==> src/rtl/switch_count_display_ctrl.sv <==
// ---------------------------------------------------------------------------
// switch_count_display_ctrl
//
// Manual-count path from a raw sliding switch to a multiplexed seven-segment
// display. The switch is synchronised and debounced. Each debounced
// down-transition (1->0) produces one count_pulse and one increment of a
// DIGITS-wide BCD counter. A round-robin scheduler time-shares one segment
// bus across the digit enables.
//
// Ports:
//   clk             system clock
//   reset_n         asynchronous active-low reset
//   sliding_switch  raw asynchronous switch level (up=1, down=0)
//   clear           synchronous clear of the count
//   count_pulse     one-cycle strobe on each accepted increment
//   bcd_count       BCD count, digit 0 in [3:0]
//   digit_en        one-hot active-low digit select
//   encoded_count   active-low segments (bit0=a .. bit6=g) for the selected digit
// ---------------------------------------------------------------------------
module switch_count_display_ctrl #(
  parameter int DIGITS          = 4,
  parameter int DEBOUNCE_CYCLES = 500000,
  parameter int SCAN_CYCLES     = 50000,
  parameter int BLANK_LZ        = 1
) (
  input  logic                clk,
  input  logic                reset_n,
  input  logic                sliding_switch,
  input  logic                clear,
  output logic                count_pulse,
  output logic [4*DIGITS-1:0] bcd_count,
  output logic [DIGITS-1:0]   digit_en,
  output logic [6:0]          encoded_count
);

  localparam int DB_W  = $clog2(DEBOUNCE_CYCLES);
  localparam int TMR_W = $clog2(SCAN_CYCLES);
  localparam int IDX_W = (DIGITS > 1) ? $clog2(DIGITS) : 1;

  localparam logic [DB_W-1:0]  DB_LAST  = DB_W'(DEBOUNCE_CYCLES - 1);
  localparam logic [TMR_W-1:0] TMR_LAST = TMR_W'(SCAN_CYCLES - 1);
  localparam logic [IDX_W-1:0] IDX_LAST = IDX_W'(DIGITS - 1);

  // -------------------------------------------------------------------------
  // Helper functions
  // -------------------------------------------------------------------------
  function automatic logic [6:0] seg7(input logic [3:0] d);
    case (d)
      4'd0:    seg7 = 7'b1000000;
      4'd1:    seg7 = 7'b1111001;
      4'd2:    seg7 = 7'b0100100;
      4'd3:    seg7 = 7'b0110000;
      4'd4:    seg7 = 7'b0011001;
      4'd5:    seg7 = 7'b0010010;
      4'd6:    seg7 = 7'b0000010;
      4'd7:    seg7 = 7'b1111000;
      4'd8:    seg7 = 7'b0000000;
      4'd9:    seg7 = 7'b0010000;
      default: seg7 = 7'b1111111;
    endcase
  endfunction

  function automatic logic [IDX_W-1:0] next_idx(input logic [IDX_W-1:0] k);
    next_idx = (k == IDX_LAST) ? '0 : k + 1'b1;
  endfunction

  // -------------------------------------------------------------------------
  // State
  // -------------------------------------------------------------------------
  logic                sync1_q, sync2_q;
  logic [DB_W-1:0]     db_cnt_q, db_cnt_d;
  logic                db_lvl_q, db_lvl_d;
  logic                db_lvl_dly_q;
  logic                pulse_q, pulse_d;
  logic [4*DIGITS-1:0] bcd_q, bcd_d, bcd_inc;
  logic [IDX_W-1:0]    idx_q, idx_d, show_idx;
  logic [TMR_W-1:0]    tmr_q, tmr_d;
  logic                last_d;
  logic [DIGITS-1:0]   en_q, en_d;
  logic [6:0]          seg_q, seg_d;
  logic [DIGITS-1:0]   blank;
  logic [3:0]          dig [DIGITS];
  logic                carry;
  logic                higher_zero;

  // -------------------------------------------------------------------------
  // Debouncer: counter only runs while the synchronised level disagrees with
  // the debounced level; any agreeing cycle restarts the qualification.
  // -------------------------------------------------------------------------
  always_comb begin
    db_cnt_d = '0;
    db_lvl_d = db_lvl_q;
    if (sync2_q != db_lvl_q) begin
      if (db_cnt_q == DB_LAST) db_lvl_d = sync2_q;
      else                     db_cnt_d = db_cnt_q + 1'b1;
    end
  end

  // Falling edge of the debounced level, seen one cycle after it updates.
  assign pulse_d = db_lvl_dly_q & ~db_lvl_q;

  // -------------------------------------------------------------------------
  // BCD increment with ripple carry across digits
  // -------------------------------------------------------------------------
  always_comb begin
    bcd_inc = bcd_q;
    carry   = 1'b1;
    for (int i = 0; i < DIGITS; i++) begin
      if (carry) begin
        if (bcd_q[4*i +: 4] == 4'd9) begin
          bcd_inc[4*i +: 4] = 4'd0;
        end else begin
          bcd_inc[4*i +: 4] = bcd_q[4*i +: 4] + 4'd1;
          carry = 1'b0;
        end
      end
    end
  end

  // Clear wins over a simultaneous increment.
  always_comb begin
    bcd_d = bcd_q;
    if (clear)        bcd_d = '0;
    else if (pulse_q) bcd_d = bcd_inc;
  end

  // -------------------------------------------------------------------------
  // Leading-zero blanking: digit k>0 blanks when it and every higher digit
  // are zero. Digit 0 is always shown.
  // -------------------------------------------------------------------------
  always_comb begin
    blank       = '0;
    higher_zero = 1'b1;
    for (int i = DIGITS - 1; i >= 0; i--) begin
      higher_zero = higher_zero & (bcd_q[4*i +: 4] == 4'd0);
      if (i > 0 && BLANK_LZ != 0) blank[i] = higher_zero;
    end
  end

  always_comb begin
    for (int i = 0; i < DIGITS; i++) dig[i] = bcd_q[4*i +: 4];
  end

  // -------------------------------------------------------------------------
  // Scan scheduler. Outputs are registered from the next state so they line
  // up with the slot/timer they describe. On the last cycle of a slot all
  // enables are off while the segments already carry the next digit, so the
  // bus settles before the next digit is enabled.
  // -------------------------------------------------------------------------
  always_comb begin
    tmr_d = tmr_q + 1'b1;
    idx_d = idx_q;
    if (tmr_q == TMR_LAST) begin
      tmr_d = '0;
      idx_d = next_idx(idx_q);
    end
    last_d   = (tmr_d == TMR_LAST);
    show_idx = last_d ? next_idx(idx_d) : idx_d;
    en_d     = last_d ? '1 : ~(DIGITS'(1) << idx_d);
    seg_d    = blank[show_idx] ? 7'b1111111 : seg7(dig[show_idx]);
  end

  // -------------------------------------------------------------------------
  // Registers
  // -------------------------------------------------------------------------
  always_ff @(posedge clk or negedge reset_n) begin
    if (!reset_n) begin
      sync1_q      <= 1'b1;
      sync2_q      <= 1'b1;
      db_cnt_q     <= '0;
      db_lvl_q     <= 1'b1;
      db_lvl_dly_q <= 1'b1;
      pulse_q      <= 1'b0;
      bcd_q        <= '0;
      idx_q        <= '0;
      tmr_q        <= '0;
      en_q         <= ~DIGITS'(1);
      seg_q        <= 7'b1000000;
    end else begin
      sync1_q      <= sliding_switch;
      sync2_q      <= sync1_q;
      db_cnt_q     <= db_cnt_d;
      db_lvl_q     <= db_lvl_d;
      db_lvl_dly_q <= db_lvl_q;
      pulse_q      <= pulse_d;
      bcd_q        <= bcd_d;
      idx_q        <= idx_d;
      tmr_q        <= tmr_d;
      en_q         <= en_d;
      seg_q        <= seg_d;
    end
  end

  assign count_pulse   = pulse_q;
  assign bcd_count     = bcd_q;
  assign digit_en      = en_q;
  assign encoded_count = seg_q;

endmodule

==> config.mk <==
export PLATFORM = sky130hd
export DESIGN_NAME = switch_count_display_ctrl
export DESIGN_NICKNAME = d
export VERILOG_FILES = /design/src/rtl/switch_count_display_ctrl.sv
export SDC_FILE = /design/constraint.sdc
export NUM_CORES = 1
export LEC_CHECK = 0
export ABC_AREA = 1
export BUFFER_PORTS_ARGS = -buffer_cell sky130_fd_sc_hd__buf_4
export CAP_MARGIN = 30
export CORE_UTILIZATION = 45
export CTS_CLUSTER_DIAMETER = 100
export CTS_CLUSTER_SIZE = 14
export DETAILED_ROUTE_END_ITERATION = 7
export PLACE_DENSITY_LB_ADDON = 0.08
export SLEW_MARGIN = 10
export SYNTH_ARGS = -nofsm -noshare
export SYNTH_HDL_FRONTEND = slang
export SYNTH_SLANG_ARGS = --single-unit
export TNS_END_PERCENT = 1
==> constraint.sdc <==
create_clock -name clk -period 6.7 [get_ports clk]
set_clock_uncertainty 0.1 [all_clocks]
set_input_delay 0.67 -clock clk [delete_from_list [all_inputs] [get_ports clk]]
set_output_delay 0.67 -clock clk [all_outputs]
set_load 0.03 [all_outputs]
==> results of run 1 <==
through the flow:
stage          setup slack [ps]  utilization  power [mW]  cells
3_3_place_gp               3530        0.511       0.598    669
5_1_grt                    3070        0.540        1.04    686
3_5_place_dp               3400        0.511       0.600    669
2_1_floorplan              3760            -       0.545    531
4_1_cts                    3370        0.537        1.00    685
6_report                   3360        0.540       0.990    686
cells by family after synthesis:
| logic type | share of synthesized area |
|---|---|
| multiplexers | 0.00272 |
| adder cells (fa/ha/maj) | 0.0666 |
| XOR/XNOR | 0.0251 |
| flip-flops | 0.420 |
| AND/OR/NAND/NOR | 0.338 |
| AO/OA/AOI/OAI | 0.0632 |
| buffers and inverters | 0.0844 |
power groups by stage:
stage	clock network (mW)	logic [mW]	registers, mW
global placement	0	0.133	0.465
floorplan	0	0.0571	0.488
detailed placement	0	0.136	0.465
finish	0.396	0.137	0.457
CTS	0.410	0.136	0.457
global route	0.429	0.153	0.460
cell usage in the layout, fill, tap and decap left out, types with 11 or more instances in the layout:
cell type and n:
a21oi_1 18, buf_4 32, clkbuf_8 11, dfrtp_1 61, ha_1 22, inv_1 83
nand2_1 113, nand2_2 11, nand3_1 54, nand4_1 11, nor2_1 67, nor3_1 13
flip-flops by register name, indices dropped and copies added, names as in the netlist, 2 cells and up:
signal / flops
encoded_count: 7
db_cnt_q: 19
bcd_count: 16
tmr_q: 16
idx_q: 2
digit_en: 4
critical path, stage by stage, from the launching register on:
cell and delay, ps:
dfrtp_1 400, ha_1 260, nand3_2 140, nor2_1 130, nand2_1 200, nand2_1 110
o21a_1 250, inv_1 160, ha_1 370, o21ai_4 260, nand3_2 140, nand2_4 110
inv_1 80, ha_1 290, nand3_1 80, nand2_1 60, nand2_1 50, nand2_1 50
metal layers:
metal,routed length (um),track usage,vias to the layer above,share of wire
met2,3940,0.314,72,0.44
li1,-,-,1771,-
met3,408,0.0365,14,0.046
met5,0,0,-,0
met4,134,0.0711,0,0.015
met1,4400,0.287,1593,0.50
worst max path at each step:
| stage | startpoint | to | slack [ps] | cells past startpoint |
|---|---|---|---|---|
| after CTS | tmr_q[1] | encoded_count[3] | 3370 | 17 |
| final | tmr_q[0] | encoded_count[3] | 3360 | 17 |
| after detailed placement | tmr_q[1] | encoded_count[3] | 3400 | 17 |
| after global placement | tmr_q[0] | encoded_count[3] | 3530 | 18 |
| after global routing | tmr_q[1] | encoded_count[1] | 3070 | 16 |
| after floorplan | tmr_q[0] | encoded_count[3] | 3760 | 17 |
cell usage after synthesis (all sizes together) (4+ instances only):
master / count / area share
nand2: 128 / 0.13
inv: 87 / 0.079
nor2: 74 / 0.077
nand3: 62 / 0.087
dfrtp: 61 / 0.37
ha: 22 / 0.067
a21oi: 19 / 0.026
nor3: 13 / 0.016
nand4: 11 / 0.017
xor2: 10 / 0.023
o21ai: 9 / 0.014
dfstp: 8 / 0.051
o21bai: 4 / 0.0073
o22ai: 4 / 0.0061
area by class of cell:
cell class	count	area [um^2]
fillers	851	4050
multi-input cells	371	2050
flip-flops and latches	69	1740
inverters	89	334
repair buffers	33	268
clock buffers	11	151
well taps	108	135
clock inverters	5	81.3
==> flow_metrics.env, run 1 <==
export IMPL_start_kind="register"
export IMPL_totalWireLength_mm=8.89
export IMPL_clk_pin_slew_ps=80
export IMPL_grt_ovfl_total=0
export IMPL_antenna_found_initial=0
export IMPL_drtAntennaViolNets=0
export IMPL_via_per_inst=5.03
export IMPL_synth_seq_cells=69
export IMPL_design_area_um2=4760
export IMPL_drt_iter0_markers=178
export IMPL_hold_viol=0
export IMPL_internal_power_mw=0.713
export IMPL_synth_flop_cell="dfrtp_1"
export IMPL_wl_per_cell_um=13.0
export IMPL_cts_tree="built"
export IMPL_syn_to_final_growth_pct=15.0
export IMPL_grt_max_degree=70
export IMPL_p_comb_frac=0.138
export IMPL_r2r_cells=17
export IMPL_dieHeight_um=97.9
export IMPL_fp_coreArea_um2=8810
export IMPL_crit_arrival_ps=3460
export IMPL_p_leak_nw=2.36
export IMPL_pwr_share_clk=0.400
export IMPL_grt_pass1_vias=3239
export IMPL_p_switching_mw=0.277
export IMPL_holdCritPathClass="in2async"
export IMPL_fmax_ghz=0.299
export IMPL_track_usage=0.203
export IMPL_async_reset_ff_frac=1.00
export IMPL_yosysWarningCount=0
export IMPL_r2r_start="tmr_q[0]"
export IMPL_chipWidth_um=97.9
export IMPL_cts_resized_gates=0
export IMPL_p_seq_frac=0.462
export IMPL_peakVddDrop_uv=95.6
export IMPL_period_minus_slack_ps=3340
export IMPL_violations="DRC"
export IMPL_maxCapViolCount=0
export IMPL_clk_latency_ps=340
export IMPL_ys_types=38
export IMPL_slew_viol_final=0
export IMPL_p_sw_frac=0.279
export IMPL_yosysSeqAreaShare=0.420
export IMPL_num_rows=34
export IMPL_tns_ps=0
export IMPL_dp_hpwl_mm=6.59
export IMPL_rrSetupSlack_ps=3360
export IMPL_setup_viol=0
export IMPL_end_kind="register"
export IMPL_hold_slack_ps=23.7
export IMPL_outcome="complete, but fails checks"
export IMPL_rsz0062_at_grt="false"
export IMPL_synth_edf_count=0
export IMPL_boundaryPins=32
export IMPL_worst_ep_required_time_ps=6820
export IMPL_p_per_area_nw_per_um2=208
export IMPL_n_antenna_cell=0
export IMPL_clock_sinks=69
export IMPL_synthesis_nets=557
export IMPL_slew_headroom=0.479
export IMPL_tightest_slew_ps=773
export IMPL_drcViolationCount=6
export IMPL_reg2reg_to="encoded_count[3]"
export IMPL_syn_inst=531
export IMPL_avgSynthCellArea_um2=7.79
export IMPL_crit_fanout=8
export IMPL_dr_pass1_iters=7
export IMPL_initial_core_util=0.470
export IMPL_hold_buffers=0
export IMPL_post_route_period_util=0.499
export IMPL_cts_buffers=9
export IMPL_num_vias=3450
export IMPL_htree_levels=3
export IMPL_finalWeightedCongestion=0.901
export IMPL_clock_root_buffer="clkbuf_8"
export IMPL_postCtsSetupBuffers=0
export IMPL_place_area_um2=4500
export IMPL_nets=599
export IMPL_cts_buffer_depth=2
export IMPL_synth_area_um2=4140
export IMPL_dieArea_um2=9580
export IMPL_place_port_buffers=31
export IMPL_grt_pass1_wl_mm=15.6
export IMPL_layout_drive_gt1_share=0.164
export IMPL_crit_type="reg2reg"
Note: power is estimated with default switching activity, not from simulation.
==> run 2, diff against run 1 <==
Settings changed: ABC_AREA 1 to 0.
Clock period 6.7 ns to 2.94 ns, I/O delays scaled along.
==> run 2 against run 1 <==
  * The run ends with setup timing left
  * Cell count fell by 7.0%
  * Fmax rose by 0.27%
  * Sequential power rose by 110%
  * Global-route usage rose by 0.65 points
  * Core utilization rose by 6.6 points
  * Setup slack got worse by 3800 ps
  * Design area rose by 13%
  * First-iteration DRC count fell by 4.5%
  * Count of clock-buffer cells in the layout fell by 1
  * Combinational power fell by 18%
  * Clock power rose by 98%
==> flow_metrics.env, run 2 <==
export IMPL_via_per_inst=5.37
export IMPL_final_cell_mix="96 x buf_4, 61 x dfrtp_1, 50 x nor2_1"
export IMPL_nets=551
export IMPL_setup_viol=7
export IMPL_synth_common_cells="61 x dfrtp_1, 52 x nor2_1, 35 x nand2_1, 22 x ha_1, 21 x nand3_1"
export IMPL_synth_top_area_share=0.363
export IMPL_synthesis_nets=455
export IMPL_num_vias=3427
export IMPL_fmax_ghz=0.300
export IMPL_route_met2_wl_mm=4.39
export IMPL_utilization=0.606
export IMPL_tightest_slew_ps=426
export IMPL_post_route_period_util=1.13
export IMPL_antenna_found_initial=0
export IMPL_start_kind="register"
export IMPL_fp_coreArea_um2=8890
export IMPL_chipWidth_um=98.6
export IMPL_wl_met1_mm=4.58
export IMPL_layout_commonest_cell="buf_4"
export IMPL_crit_type="reg2reg"
export IMPL_highest_layer="met4"
export IMPL_violations="setup timing"
export IMPL_synth_area_top_cells="dfrtp_1 36%, ha_1 6.6%, dfstp_2 5.0%, nor2_1 4.6%, xor2_1 4.0%"
export IMPL_multi_input_area_um2=2410
export IMPL_rsz0062_at_grt="true"
export IMPL_setup_slack_ps=-393
export IMPL_layout_drive_gt1_share=0.326
export IMPL_synth_most_common_cell="dfrtp_1"
export IMPL_drcViolationCount=0
export IMPL_grt_pass1_vias=3319
export IMPL_drtAntennaViolNets=0
export IMPL_p_per_area_nw_per_um2=345
export IMPL_place_port_buffers=31
export IMPL_yosysSeqAreaShare=0.413
export IMPL_fillers=788
export IMPL_avgSynthCellArea_um2=9.79
export IMPL_crit_fanout=4
export IMPL_peakVddDrop_uv=430
export IMPL_htree_levels=3
export IMPL_stdcell_count=638
export IMPL_crit_arrival_ps=3450
export IMPL_grt_max_degree=70
export IMPL_outcome="complete, but fails checks"
export IMPL_seqCellArea_um2=1740
export IMPL_finalWeightedCongestion=0.816
export IMPL_largest_register="db_cnt_q"
export IMPL_synth_flop_cell="dfrtp_1"
export IMPL_end_kind="register"
export IMPL_yosysTopAreaCell="dfrtp_1"
export IMPL_clk_latency_ps=350
export IMPL_boundaryPins=32
export IMPL_wl_per_cell_um=14.8
export IMPL_num_rows=34
export IMPL_clk_pin_slew_ps=90
export IMPL_p_total_mw=1.86
export IMPL_dr_pass1_iters=4
export IMPL_grt_ovfl_total=0
export IMPL_synth_edf_count=0
export IMPL_syn_inst=429
export IMPL_yosysWarningCount=0
export IMPL_drt_iter0_markers=170
export IMPL_route_met3_wl_um=401
export IMPL_dieHeight_um=98.6
export IMPL_initial_core_util=0.473
export IMPL_track_usage=0.210
export IMPL_synth_area_um2=4200
export IMPL_maxCapViolCount=0
export IMPL_grt_pass1_wl_mm=16.1
export IMPL_slew_headroom=0.714
export IMPL_dp_cells=613
export IMPL_clock_sinks=69
export IMPL_clock_root_buffer="clkbuf_8"
export IMPL_holdCritPathClass="in2reg"
export IMPL_totalWireLength_mm=9.46
export IMPL_largest_register_ffs=19
export IMPL_async_reset_ff_frac=1.00
export IMPL_synth_seq_cells=69
export IMPL_syn_to_final_growth_pct=28.3
export IMPL_cts_buffer_depth=2
export IMPL_hold_slack_ps=119
export IMPL_dieArea_um2=9730
export IMPL_period_minus_slack_ps=3330
export IMPL_cts_buffers=9
export IMPL_p_leak_nw=2.41
export IMPL_slew_viol_final=0
export IMPL_worst_ep_required_time_ps=3060
export IMPL_dp_hpwl_mm=6.83
export IMPL_ys_types=72
export IMPL_cts_tree="built"
export IMPL_hold_viol=0
export IMPL_n_antenna_cell=0
run 2: cell count changes after synthesis, moves of 7 or more:
cell and change:
mux2i_1 +9, xnor2_1 +15, xor2_1 +10, inv_1 -65, nand2b_1 +7, nand3_1 -33
clkbuf_1 +8, nand2_2 -11, nand2_1 -78, nand3_2 -7, o21ai_0 +8, nor2_1 -15
run 2: worst max-delay path, cell delays in order (launching register included):
cell	delay, ps
dfrtp_1	380
or4bb_4	570
or4_4	570
mux2i_4	220
ha_4	290
mux4_2	300
mux2_4	310
ha_4	280
inv_2	30
o32ai_2	90
nand2_1	70
run 2: final timing paths:
kind | startpoint | slack, ps | cells past startpoint | end
setup reg to reg | tmr_q[10] | -390 | 10 | encoded_count[1]
hold / removal | clear | 120 | 2 | bcd_count[3]
setup / recovery | tmr_q[10] | -390 | 10 | encoded_count[1]
max in group asynchronous | reset_n | 1890 | 3 | sync1_q
hold reg to reg | sync1_q | 260 | 0 | sync2_q
min in group asynchronous | reset_n | 260 | 2 | encoded_count[5]
run 2: cell type report:
type | instances | share of cell area
Tap cell | 108 | 0.0251
Timing Repair Buffer | 103 | 0.154
Multi-Input combinational cell | 323 | 0.448
Sequential cell | 69 | 0.322
Clock inverter | 6 | 0.0132
Inverter | 19 | 0.0137
Clock buffer | 10 | 0.0237
run 2: cell families after synthesis:
logic type	count (synthesis)	synth area share
AO/OA/AOI/OAI	66	0.105
AND/OR/NAND/NOR	180	0.231
multiplexers	20	0.0658
buffers and inverters	37	0.0462
flip-flops	69	0.413
XOR/XNOR	35	0.0730
adder cells (fa/ha/maj)	22	0.0655
run 2: per-stage QoR:
| stage | area, um^2 | setup TNS, ps | setup slack (ps) |
|---|---|---|---|
| after floorplan | 4270 | -3620 | -578 |
| after global routing | 5390 | -3240 | -487 |
| after CTS | 5280 | -2590 | -417 |
| after detailed placement | 5010 | -3000 | -487 |
| after global placement | 5010 | -2660 | -434 |
| final | 5390 | -2450 | -393 |
run 2: where the power goes:
group | total [mW] | switching [mW] | internal (mW)
Clock | 0.783 | 0.385 | 0.398
Sequential | 0.964 | 0.00554 | 0.959
Combinational | 0.112 | 0.0694 | 0.0430
run 2: timing repair:
action                                  4_1_cts  5_1_grt
hold buffers                                  2        0
resized for setup                            13       11
setup buffers                                 1        5
pin swaps                                    12       10
hold endpoints to repair                      2        0
endpoints found under the setup margin        7        7
run 2: routing by layer:
layer  vias up  track usage
met5         -            0
met4         0       0.0597
met3         8       0.0390
met2        64        0.336
met1      1646        0.292
li1       1709            -
